===== src/rtl/meteor_game_ctrl.sv =====
// ---------------------------------------------------------------------------
// meteor_game_ctrl
//   Central game sequencer for the meteor shooter. Owns the per-meteor alive
//   mask, arbitrates bullet/meteor collisions (at most one kill per cycle),
//   keeps score and miss counts and runs the IDLE/ARM/RUN/WIN/LOSE flow.
//
// Ports
//   i_Clk          system/pixel clock
//   i_Rst          synchronous reset, active high
//   i_GameStart    level-sensitive start request (honoured in IDLE only)
//   i_FrameTick    one-cycle pulse per video frame
//   i_BullValid    bullet is in flight
//   i_BullX/Y      bullet column/row
//   i_MeteX/Y      packed meteor columns/rows, meteor i at [i*COORD_W +: COORD_W]
//   o_GameActive   high while in RUN
//   o_MeteAlive    per-meteor alive / draw enable
//   o_MeteRespawn  1-cycle pulse in ARM, meteorites reload start positions
//   o_BullKill     1-cycle pulse, bullet must return to the ship
//   o_Score        kill count, saturates at 99
//   o_Misses       miss count
//   o_State        IDLE=0, ARM=1, RUN=2, WIN=3, LOSE=4
// All outputs are registered.
// ---------------------------------------------------------------------------
module meteor_game_ctrl #(
  parameter int N_METEORS   = 8,
  parameter int COORD_W     = 6,
  parameter int FLOOR_ROW   = 28,
  parameter int TOP_ROW     = 1,
  parameter int MAX_MISSES  = 3,
  parameter int HOLD_FRAMES = 60,
  parameter logic [N_METEORS-1:0] METE_EN = '1
) (
  input  logic                           i_Clk,
  input  logic                           i_Rst,
  input  logic                           i_GameStart,
  input  logic                           i_FrameTick,
  input  logic                           i_BullValid,
  input  logic [COORD_W-1:0]             i_BullX,
  input  logic [COORD_W-1:0]             i_BullY,
  input  logic [N_METEORS*COORD_W-1:0]   i_MeteX,
  input  logic [N_METEORS*COORD_W-1:0]   i_MeteY,
  output logic                           o_GameActive,
  output logic [N_METEORS-1:0]           o_MeteAlive,
  output logic                           o_MeteRespawn,
  output logic                           o_BullKill,
  output logic [6:0]                     o_Score,
  output logic [3:0]                     o_Misses,
  output logic [2:0]                     o_State
);

  typedef enum logic [2:0] {
    S_IDLE = 3'd0,
    S_ARM  = 3'd1,
    S_RUN  = 3'd2,
    S_WIN  = 3'd3,
    S_LOSE = 3'd4
  } state_e;

  localparam logic [COORD_W-1:0]   FLOOR_C     = COORD_W'(FLOOR_ROW);
  localparam logic [COORD_W-1:0]   TOP_C       = COORD_W'(TOP_ROW);
  localparam logic [3:0]           MAX_MISS_C  = 4'(MAX_MISSES);
  localparam logic [7:0]           HOLD_LAST_C = 8'(HOLD_FRAMES - 1);
  localparam logic [6:0]           SCORE_MAX_C = 7'd99;
  localparam logic [N_METEORS-1:0] ONE_N       = N_METEORS'(1);

  // Registered state
  state_e                 state_q, state_d;
  logic [N_METEORS-1:0]   alive_q, alive_d;
  logic [6:0]             score_q, score_d;
  logic [3:0]             misses_q, misses_d;
  logic                   kill_q, kill_d;
  logic                   respawn_q, respawn_d;
  logic                   active_q, active_d;
  logic [7:0]             hold_q, hold_d;
  logic                   lockout_q, lockout_d;

  // Per-meteor collision terms
  logic [N_METEORS-1:0]   ground_vec;
  logic [N_METEORS-1:0]   hit_vec;
  logic [N_METEORS-1:0]   grant_oh;
  logic                   miss_ev;
  logic [3:0]             misses_inc;

  for (genvar gi = 0; gi < N_METEORS; gi++) begin : g_mete
    logic [COORD_W-1:0] mx;
    logic [COORD_W-1:0] my;
    assign mx = i_MeteX[gi*COORD_W +: COORD_W];
    assign my = i_MeteY[gi*COORD_W +: COORD_W];
    // Only live, populated meteors can touch the floor or be hit.
    assign ground_vec[gi] = alive_q[gi] & METE_EN[gi] & (my >= FLOOR_C);
    assign hit_vec[gi]    = alive_q[gi] & METE_EN[gi] & i_BullValid & ~lockout_q
                            & (mx == i_BullX) & (my == i_BullY);
  end

  // Lowest set bit wins: x & -x isolates it.
  assign grant_oh   = hit_vec & (~hit_vec + ONE_N);
  assign miss_ev    = i_BullValid & ~lockout_q & (i_BullY == TOP_C);
  assign misses_inc = misses_q + 4'd1;

  always_comb begin
    state_d   = state_q;
    alive_d   = alive_q;
    score_d   = score_q;
    misses_d  = misses_q;
    kill_d    = 1'b0;
    hold_d    = hold_q;
    // Lockout survives only while the same bullet stays in flight, so one
    // flight yields at most one kill or miss.
    lockout_d = lockout_q & i_BullValid;

    case (state_q)
      S_IDLE: begin
        if (i_GameStart) begin
          state_d  = S_ARM;
          alive_d  = METE_EN;
          score_d  = 7'd0;
          misses_d = 4'd0;
        end
      end

      S_ARM: begin
        state_d = S_RUN;
      end

      S_RUN: begin
        hold_d = 8'd0;
        if (alive_q == '0) begin
          // Registered mask already empty: the last kill happened last cycle.
          state_d = S_WIN;
        end else if (|ground_vec) begin
          state_d = S_LOSE;
        end else if (|hit_vec) begin
          alive_d   = alive_q & ~grant_oh;
          kill_d    = 1'b1;
          lockout_d = 1'b1;
          score_d   = (score_q < SCORE_MAX_C) ? score_q + 7'd1 : score_q;
        end else if (miss_ev) begin
          kill_d    = 1'b1;
          lockout_d = 1'b1;
          misses_d  = misses_inc;
          if (misses_inc == MAX_MISS_C) begin
            state_d = S_LOSE;
          end
        end
      end

      S_WIN, S_LOSE: begin
        if (state_q == S_WIN) begin
          alive_d = '0;
        end
        if (i_FrameTick) begin
          if (hold_q == HOLD_LAST_C) begin
            hold_d  = 8'd0;
            state_d = S_IDLE;
          end else begin
            hold_d = hold_q + 8'd1;
          end
        end
      end

      default: begin
        state_d = S_IDLE;
      end
    endcase

    // Outputs that track the state are registered alongside it.
    respawn_d = (state_d == S_ARM);
    active_d  = (state_d == S_RUN);
  end

  always_ff @(posedge i_Clk) begin
    if (i_Rst) begin
      state_q   <= S_IDLE;
      alive_q   <= '0;
      score_q   <= 7'd0;
      misses_q  <= 4'd0;
      kill_q    <= 1'b0;
      respawn_q <= 1'b0;
      active_q  <= 1'b0;
      hold_q    <= 8'd0;
      lockout_q <= 1'b0;
    end else begin
      state_q   <= state_d;
      alive_q   <= alive_d;
      score_q   <= score_d;
      misses_q  <= misses_d;
      kill_q    <= kill_d;
      respawn_q <= respawn_d;
      active_q  <= active_d;
      hold_q    <= hold_d;
      lockout_q <= lockout_d;
    end
  end

  assign o_State       = state_q;
  assign o_GameActive  = active_q;
  assign o_MeteAlive   = alive_q;
  assign o_MeteRespawn = respawn_q;
  assign o_BullKill    = kill_q;
  assign o_Score       = score_q;
  assign o_Misses      = misses_q;

endmodule


===== config.mk =====
export PLATFORM = sky130hd
export DESIGN_NAME = meteor_game_ctrl
export DESIGN_NICKNAME = d
export VERILOG_FILES = /design/src/rtl/meteor_game_ctrl.sv
export SDC_FILE = /design/constraint.sdc
export NUM_CORES = 1
export LEC_CHECK = 0
export CAP_MARGIN = 20
export CORE_MARGIN = 10
export CORE_UTILIZATION = 45
export CTS_CLUSTER_SIZE = 14
export DETAILED_ROUTE_END_ITERATION = 16
export GPL_TIMING_DRIVEN = 0
export PLACE_DENSITY = 0.83
export SYNTH_ARGS = -nofsm -noshare
export SYNTH_HDL_FRONTEND = slang
export SYNTH_SLANG_ARGS = --single-unit

===== constraint.sdc =====
create_clock -name i_Clk -period 3.4 [get_ports i_Clk]
set_input_delay 0.85 -clock i_Clk [delete_from_list [all_inputs] [get_ports i_Clk]]
set_output_delay 0.85 -clock i_Clk [all_outputs]
set_load 0.05 [all_outputs]

## Word level (Yosys, flattened, before mapping)

Cells that the tools add are included.

- Mux-type cells: 37
- Equality and inequality tests: 34
- Reductions and logical operators: 13
- Magnitude comparators: 9
- Bitwise gates (word level): 49
- Add/sub/neg operators: 4

Operators with widths:

| operator | number |
|---|---|
| 6-bit equality test | 16 |
| 8-bit 2-to-1 mux | 7 |
| 6-bit by 5-bit greater-or-equal comparator with 1-bit output (second input constant) | 8 |
| 1-bit AND | 43 |
| 7-bit 2-to-1 mux | 5 |
| 3-bit 2-to-1 mux | 8 |
| 8-bit one-hot mux with 3 select lines | 1 |
| 4-bit 2-to-1 mux | 5 |
| 2-bit inequality test (second input constant) | 9 |
| 6-bit AND reduction | 3 |
| 8-bit by 1-bit adder with 8-bit output (second input constant) | 2 |
| 8-bit AND | 2 |
| 8-bit inverter | 2 |
| 8-bit one-hot mux with 2 select lines | 1 |
| 8-bit OR reduction | 2 |
| 7-bit one-hot mux with 2 select lines | 1 |
| 3-bit one-hot mux with 4 select lines | 1 |
| 11-bit OR reduction | 1 |
| 3-bit by 2-bit equality test with 1-bit output (second input constant) | 3 |
| 8-bit by 6-bit equality test with 1-bit output (second input constant) | 1 |
| 8-bit zero test | 1 |
| 4-bit one-hot mux with 2 select lines | 1 |
| 7-bit by 1-bit adder with 7-bit output (second input constant) | 1 |
| 7-bit < comparator (second input constant) | 1 |
| 12 further kinds | 21 |

- Word-level logic and storage cells: 155
- Bits in registers: 34

## Logic depth before layout (Yosys ltp)

- Word-level depth: 13
- Depth in mapped cells: 11

## Worst setup path after synthesis

Ideal clock, no wire load.

- Path kind: input port to flip-flop
- From: input port i_BullX[4]
- To: register score_q[3] (netlist: o_Score[3])
- Library setup time: 122 ps
- Arrival: 2619 ps
- Path slack: 659 ps
- Data required time: 3278 ps
- Stages: 9
- Path buffers: 2
- Cell sequence: buf_6 xnor2_1 nand4_1 or4_4 nand4_2 nor2_4 buf_6 o311a_1 a221o_1

- Word-level cells in the longest chain between the ends: 6
- Elaborated cells between the ends (all ways): 27

Ends and longest elaborated chain:

| what | RTL line | RTL |
|---|---|---|
| start: declaration | 38 | `input logic [COORD_W-1:0] i_BullX,` |
| 6-bit equality test | 92 | `& (mx == i_BullX) & (my == i_BullY);` |
| 1-bit AND (2 in a row) | 92 |  |
| 8-bit OR reduction * | 132 | `end else if (\|hit_vec) begin` |
| 2-bit inequality test (no source line) * | -- |  |
| 6-bit AND reduction (no source line) * | -- |  |
| end signal: assignment | 185 | `score_q <= score_d;` |
| end: declaration | 69 | `logic [6:0] score_q, score_d;` |

Mark *: on every way between the ends. The rest lies on a longest branch, timed or not.
A chain may end at the register's enable or synchronous reset.

## Final worst setup path

- From: input port i_BullValid
- To: register alive_q[2] (netlist: o_MeteAlive[2])

- Word-level cells in the longest chain between the ends: 13
- Elaborated cells between the ends (all ways): 44

Ends and longest elaborated chain:

| what | RTL line | RTL |
|---|---|---|
| start: declaration | 37 | `input logic i_BullValid,` |
| 1-bit AND (2 in a row) | 91 | `assign hit_vec[gi] = alive_q[gi] & METE_EN[gi] & i_BullValid & ~lockout_q` |
| 1-bit AND (2 in a row) | 92 |  |
| 8-bit inverter | 96 | `assign grant_oh = hit_vec & (~hit_vec + ONE_N);` |
| 8-bit by 1-bit adder with 8-bit output | 96 |  |
| 8-bit AND | 96 |  |
| 8-bit inverter | 133 | `alive_d = alive_q & ~grant_oh;` |
| 8-bit AND | 133 |  |
| 8-bit 2-to-1 mux | 132 |  |
| 8-bit 2-to-1 mux | 130 | `end else if (\|ground_vec) begin` |
| 8-bit 2-to-1 mux | 127 | `if (alive_q == '0) begin` |
| 8-bit one-hot mux with 3 select lines | 111 | `case (state_q)` |
| end signal: assignment | 184 | `alive_q <= alive_d;` |
| end: declaration | 68 | `logic [N_METEORS-1:0] alive_q, alive_d;` |

Parallel ways exist; a longest one is shown, timed or not. The select of a mux whose other input is x is not followed.

==> summary by stage <==
GRT
For met2 alone, demand over resource in global routing was 0.392. The most crowded layer after global routing is met2. The met1 usage is 0.259. The via count of the first global-routing pass came to 3943.

The number of antenna violations at the first check in global routing is 0. The global-route wire length before repair is 20500 um. The aggregate global routing overflow is 0. The total global-route track usage is 0.220.

The routing usage on met3 is 0.0365. Entering global routing, the biggest net connects 12 pins.

Setup path
The data arrival time at the worst-slack endpoint is 3.45 ns. The largest stage delay on the critical path is 0.48 ns. Walking the worst path, the cells encountered are clkdlybuf4s50_1 > nor2b_4 > buf_6 > nand3_1 > nor4_2 > or4_1 > buf_2 > nor2_4 > buf_6 > o21ai_1 > a311oi_1.

Among the stages of the critical path, the cell type that occurs most often is sky130_fd_sc_hd__buf_6. The slowest stage of the critical path is the sky130_fd_sc_hd__clkdlybuf4s50_1 cell. The worst setup path is launched from a primary input. The type of destination of the critical path is a register.

The largest driver fanout on the critical path is 10. The worst setup path is of the primary input to register kind. The required time reported for the critical path endpoint is 3.53 ns.

STA
The final-report hold violation count is 0. The clock skew after layout is 0.00579 ns. The post-route worst hold slack is 0.501 ns.

Dividing the final minimum period by the clock period gives 0.975. At the pin with the least slew margin, the transition time is 0.788 ns. The total of endpoints with negative setup slack in the final report is 0. Setup repair after global routing left no endpoint under its margin. The worst path in the final design needs a cycle of 3.32 ns, including I/O delays and setup. In this run the tightest slew margin relative to its limit is 0.461. The maximum frequency from static timing analysis is 0.302 GHz. The final number of max-transition violations was 0.

Detailed routing
Once detail routing completed, the nets flagged for antenna violations numbered 0. The total wire length is 13200 um. The overall via count from detail_route is roughly 3900. In the routed layout, each cell is associated on average with a via count of 5.89.

In the routed design, unresolved DRC markers number 0. The length of the first detailed-routing pass in iterations is 5. For this block, the initial DRC count from the detailed router was 307. Dividing the detail-routed wire length by the instance count gives ~20 um.

CTS
The clock passes through at most 2 buffers. The number of levels in the clock H-tree is 2. The clock net in this run drives a total of 34 sinks. The number of hold-repair buffers added at the cts stage is 0. Clock-pin slew was measured on the worst setup and hold paths at ~0.07 ns. Once the clock tree was built, the setup fixing pass inserted 0 buffers. The number of cells upsized or downsized after cts is 0. The total clock buffers created by CTS is 5. TritonCTS built the clock tree.

The clock insertion delay at the later pin of the skew report is 0.29 ns. The tree is rooted in a sky130_fd_sc_hd__clkbuf_8.

Synth
Of the total synthesized cell area, the portion taken by XOR and XNOR cells is 0.264. Synthesis handed over a netlist of 429 instances. The largest family of logic cells by synthesized area is simple AND/OR/NAND/NOR gates. The synthesized area divided by synthesized cell count is 8.05 um2.

When the netlist entered floorplanning its net count stood at 546. Of the synthesized area, sequential elements account for 0.197. The count of state elements after synthesis is 34. In the synthesized netlist the async set-or-reset flop fraction comes to 0. Counting distinct cell types in the post-synthesis netlist gives 63. The most used flip-flop cell after synthesis is sky130_fd_sc_hd__dfxtp_1.

The Yosys step of the flow raised 0 warnings. The count of flip-flops with a built-in enable after synthesis is 0. The multiplexer share of the synthesized area is 0.

The synthesized-area fraction occupied by ao, oa, aoi and oai cells came to 0.147. Of the total synthesized cell area, the portion taken by full adders, half adders and majority gates is 0.0145. The post-synthesis simple-gate area fraction is 0.301. The cell area after synthesis is approximately 3500 um2.

Die
The initialized floorplan defines 31 standard-cell rows. The core region is 7370 um2. The overall die area is 11600 um2. Measured along the x axis, the die boundary spans 108 um. The initial utilization of the core area, before any placement, comes to 0.468. Measured along the y axis, the die boundary spans 108 um.

During I/O placement, the number of pins put on the boundary was 138.

Finish
The number of nets in the layout is 678. In the final layout, the share of cells above drive strength 1 is 0.0730. The number of antenna cells inserted is 0.

From synthesis to final layout, the design area changed by 43.2%. Measured on the finished design, the core utilization comes to 0.671. The finished cells cover 4940 um2.

Placed design
The congestion estimate from routability-driven global placement came to 0.972. The count of buffers from port buffering is 125. In this run the cell area measured after placement is 4830 um2. Detailed placement finished with a half-perimeter wire length of 10600 um.

Power
The worst-case IR drop observed on VDD is 0.000219 V. The sequential cell fraction of total power is 0.260. Of the total power, the clock network draws 0.162. The net switching component of the power is roughly 0.0011 W. For this design the static power due to leakage is 1.56 nW.

The internal power summed over all cells is 0.00120 W. The combinational share of power is 0.578. The cell area power density is 459 nW/um2. The overall power after layout is 0.00227 W. The net switching share of the total power is 0.473.

Status
The flow ran to the end, and the final reports show no timing, DRC or antenna violations.

Min path
The worst hold-check path type is register to register.

Flow run
The tool flagged a number of max-cap violations equal to 0.
[worst paths after layout]
kind	start	to	slack [ns]	cells after the start
hold reg to reg	lockout_q$_SDFF_PP0_	lockout_q$_SDFF_PP0_	0.50	2
setup reg to reg	o_MeteAlive[1]$_SDFFE_PP0P_	o_MeteAlive[2]$_SDFFE_PP0P_	0.81	8
setup / recovery	i_BullValid	o_MeteAlive[2]$_SDFFE_PP0P_	0.08	11
hold / removal	lockout_q$_SDFF_PP0_	lockout_q$_SDFF_PP0_	0.50	2
[power groups by stage]
stage	registers, W	clock network (W)	logic (W)
detailed placement	0.000597	0	0.00129
global placement	0.000595	0	0.00127
global route	0.000605	0.000391	0.00141
floorplan	0.000801	0	0.000615
finish	0.000591	0.000367	0.00131
CTS	0.000587	0.000371	0.00130
[per-layer routing]
| layer | up-vias | share of wire |
|---|---|---|
| met5 | - | 0 |
| met4 | 0 | 0.025 |
| met3 | 30 | 0.058 |
| met2 | 169 | 0.52 |
| met1 | 1858 | 0.40 |
| li1 | 1839 | - |
[Yosys cell counts (3+ instances only)]
| cell type | number | area share |
|---|---|---|
| sky130_fd_sc_hd__xnor2_1 | 99 | 0.25 |
| sky130_fd_sc_hd__nand4_1 | 37 | 0.067 |
| sky130_fd_sc_hd__nor2_1 | 35 | 0.038 |
| sky130_fd_sc_hd__dfxtp_1 | 34 | 0.20 |
| sky130_fd_sc_hd__nand3_1 | 32 | 0.046 |
| sky130_fd_sc_hd__nand2_1 | 18 | 0.020 |
| sky130_fd_sc_hd__buf_6 | 14 | 0.046 |
| sky130_fd_sc_hd__nand2b_1 | 12 | 0.022 |
| sky130_fd_sc_hd__or4_1 | 11 | 0.024 |
| sky130_fd_sc_hd__clkbuf_1 | 10 | 0.011 |
| sky130_fd_sc_hd__inv_1 | 10 | 0.011 |
| sky130_fd_sc_hd__a21oi_1 | 9 | 0.013 |
| sky130_fd_sc_hd__nor4_1 | 9 | 0.016 |
| sky130_fd_sc_hd__o21ai_0 | 8 | 0.012 |
| sky130_fd_sc_hd__nor3_1 | 7 | 0.010 |
| sky130_fd_sc_hd__xor2_1 | 5 | 0.013 |
| sky130_fd_sc_hd__ha_1 | 4 | 0.014 |
| sky130_fd_sc_hd__nor2b_1 | 4 | 0.0072 |
| sky130_fd_sc_hd__a22oi_1 | 3 | 0.0065 |
| sky130_fd_sc_hd__a311oi_1 | 3 | 0.0076 |
| sky130_fd_sc_hd__a31oi_1 | 3 | 0.0054 |
| sky130_fd_sc_hd__or3_1 | 3 | 0.0054 |
| sky130_fd_sc_hd__or4_4 | 3 | 0.0098 |
[logic make-up (layout without fill, tap and decap cells)]
group | count (synthesis) | after routing
AOI/OAI and AO/OA | 65 | 65
xor gates and xnor gates | 104 | 104
adders and majority gates | 4 | 4
buffers and inverters | 37 | 170
DFF | 34 | 34
and+or+nand+nor | 185 | 185
[area by class of cell]
| cell class | count | area [um2] |
|---|---|---|
| Multi-Input combinational cell | 358 | 2510 |
| Fill cell | 632 | 2430 |
| Timing Repair Buffer | 125 | 1250 |
| Sequential cell | 34 | 681 |
| Buffer | 27 | 225 |
| Tap cell | 99 | 124 |
| Clock buffer | 5 | 68.8 |
| Clock inverter | 3 | 40.0 |
| Inverter | 10 | 37.5 |
[metrics by stage]
| step | setup WS, ns | setup TNS (ns) | cells |
|---|---|---|---|
| 2_1_floorplan | 0.659 | 0 | 429 |
| 3_3_place_gp | -0.184 | -1.42 | 653 |
| 3_5_place_dp | -0.266 | -2.60 | 653 |
| 4_1_cts | 0.0168 | 0 | 661 |
| 5_1_grt | 0.000133 | 0 | 661 |
| 6_report | 0.0848 | 0 | 661 |
[critical path: cells and delay by family]
kind,cells,cell delay [ns]
buffers and inverters,4,0.98
AND/OR/NAND/NOR,5,0.98
AO/OA/AOI/OAI,2,0.65
[state kept, by name, summed over array words and instances, names as in the netlist]
| name | cells |
|---|---|
| hold_q | 8 |
| o_Misses | 4 |
| o_GameActive | 1 |
| o_Score | 7 |
| o_MeteAlive | 8 |
| o_MeteRespawn | 1 |
| lockout_q | 1 |
| o_BullKill | 1 |
| o_State | 3 |
[cell usage in the layout, fill, tap and decap left out, types with 9 or more instances in the layout]
cell type                           n
sky130_fd_sc_hd__xnor2_1           99
sky130_fd_sc_hd__nand2b_1          12
sky130_fd_sc_hd__inv_1             10
sky130_fd_sc_hd__nor2_1            35
sky130_fd_sc_hd__nand2_1           18
sky130_fd_sc_hd__dfxtp_1           34
sky130_fd_sc_hd__a21oi_1            9
sky130_fd_sc_hd__or4_1             11
sky130_fd_sc_hd__clkbuf_1          10
sky130_fd_sc_hd__nand4_1           37
sky130_fd_sc_hd__nand3_1           32
sky130_fd_sc_hd__buf_6             14
sky130_fd_sc_hd__clkdlybuf4s50_1  125
Power figures use the tool's default switching activity.
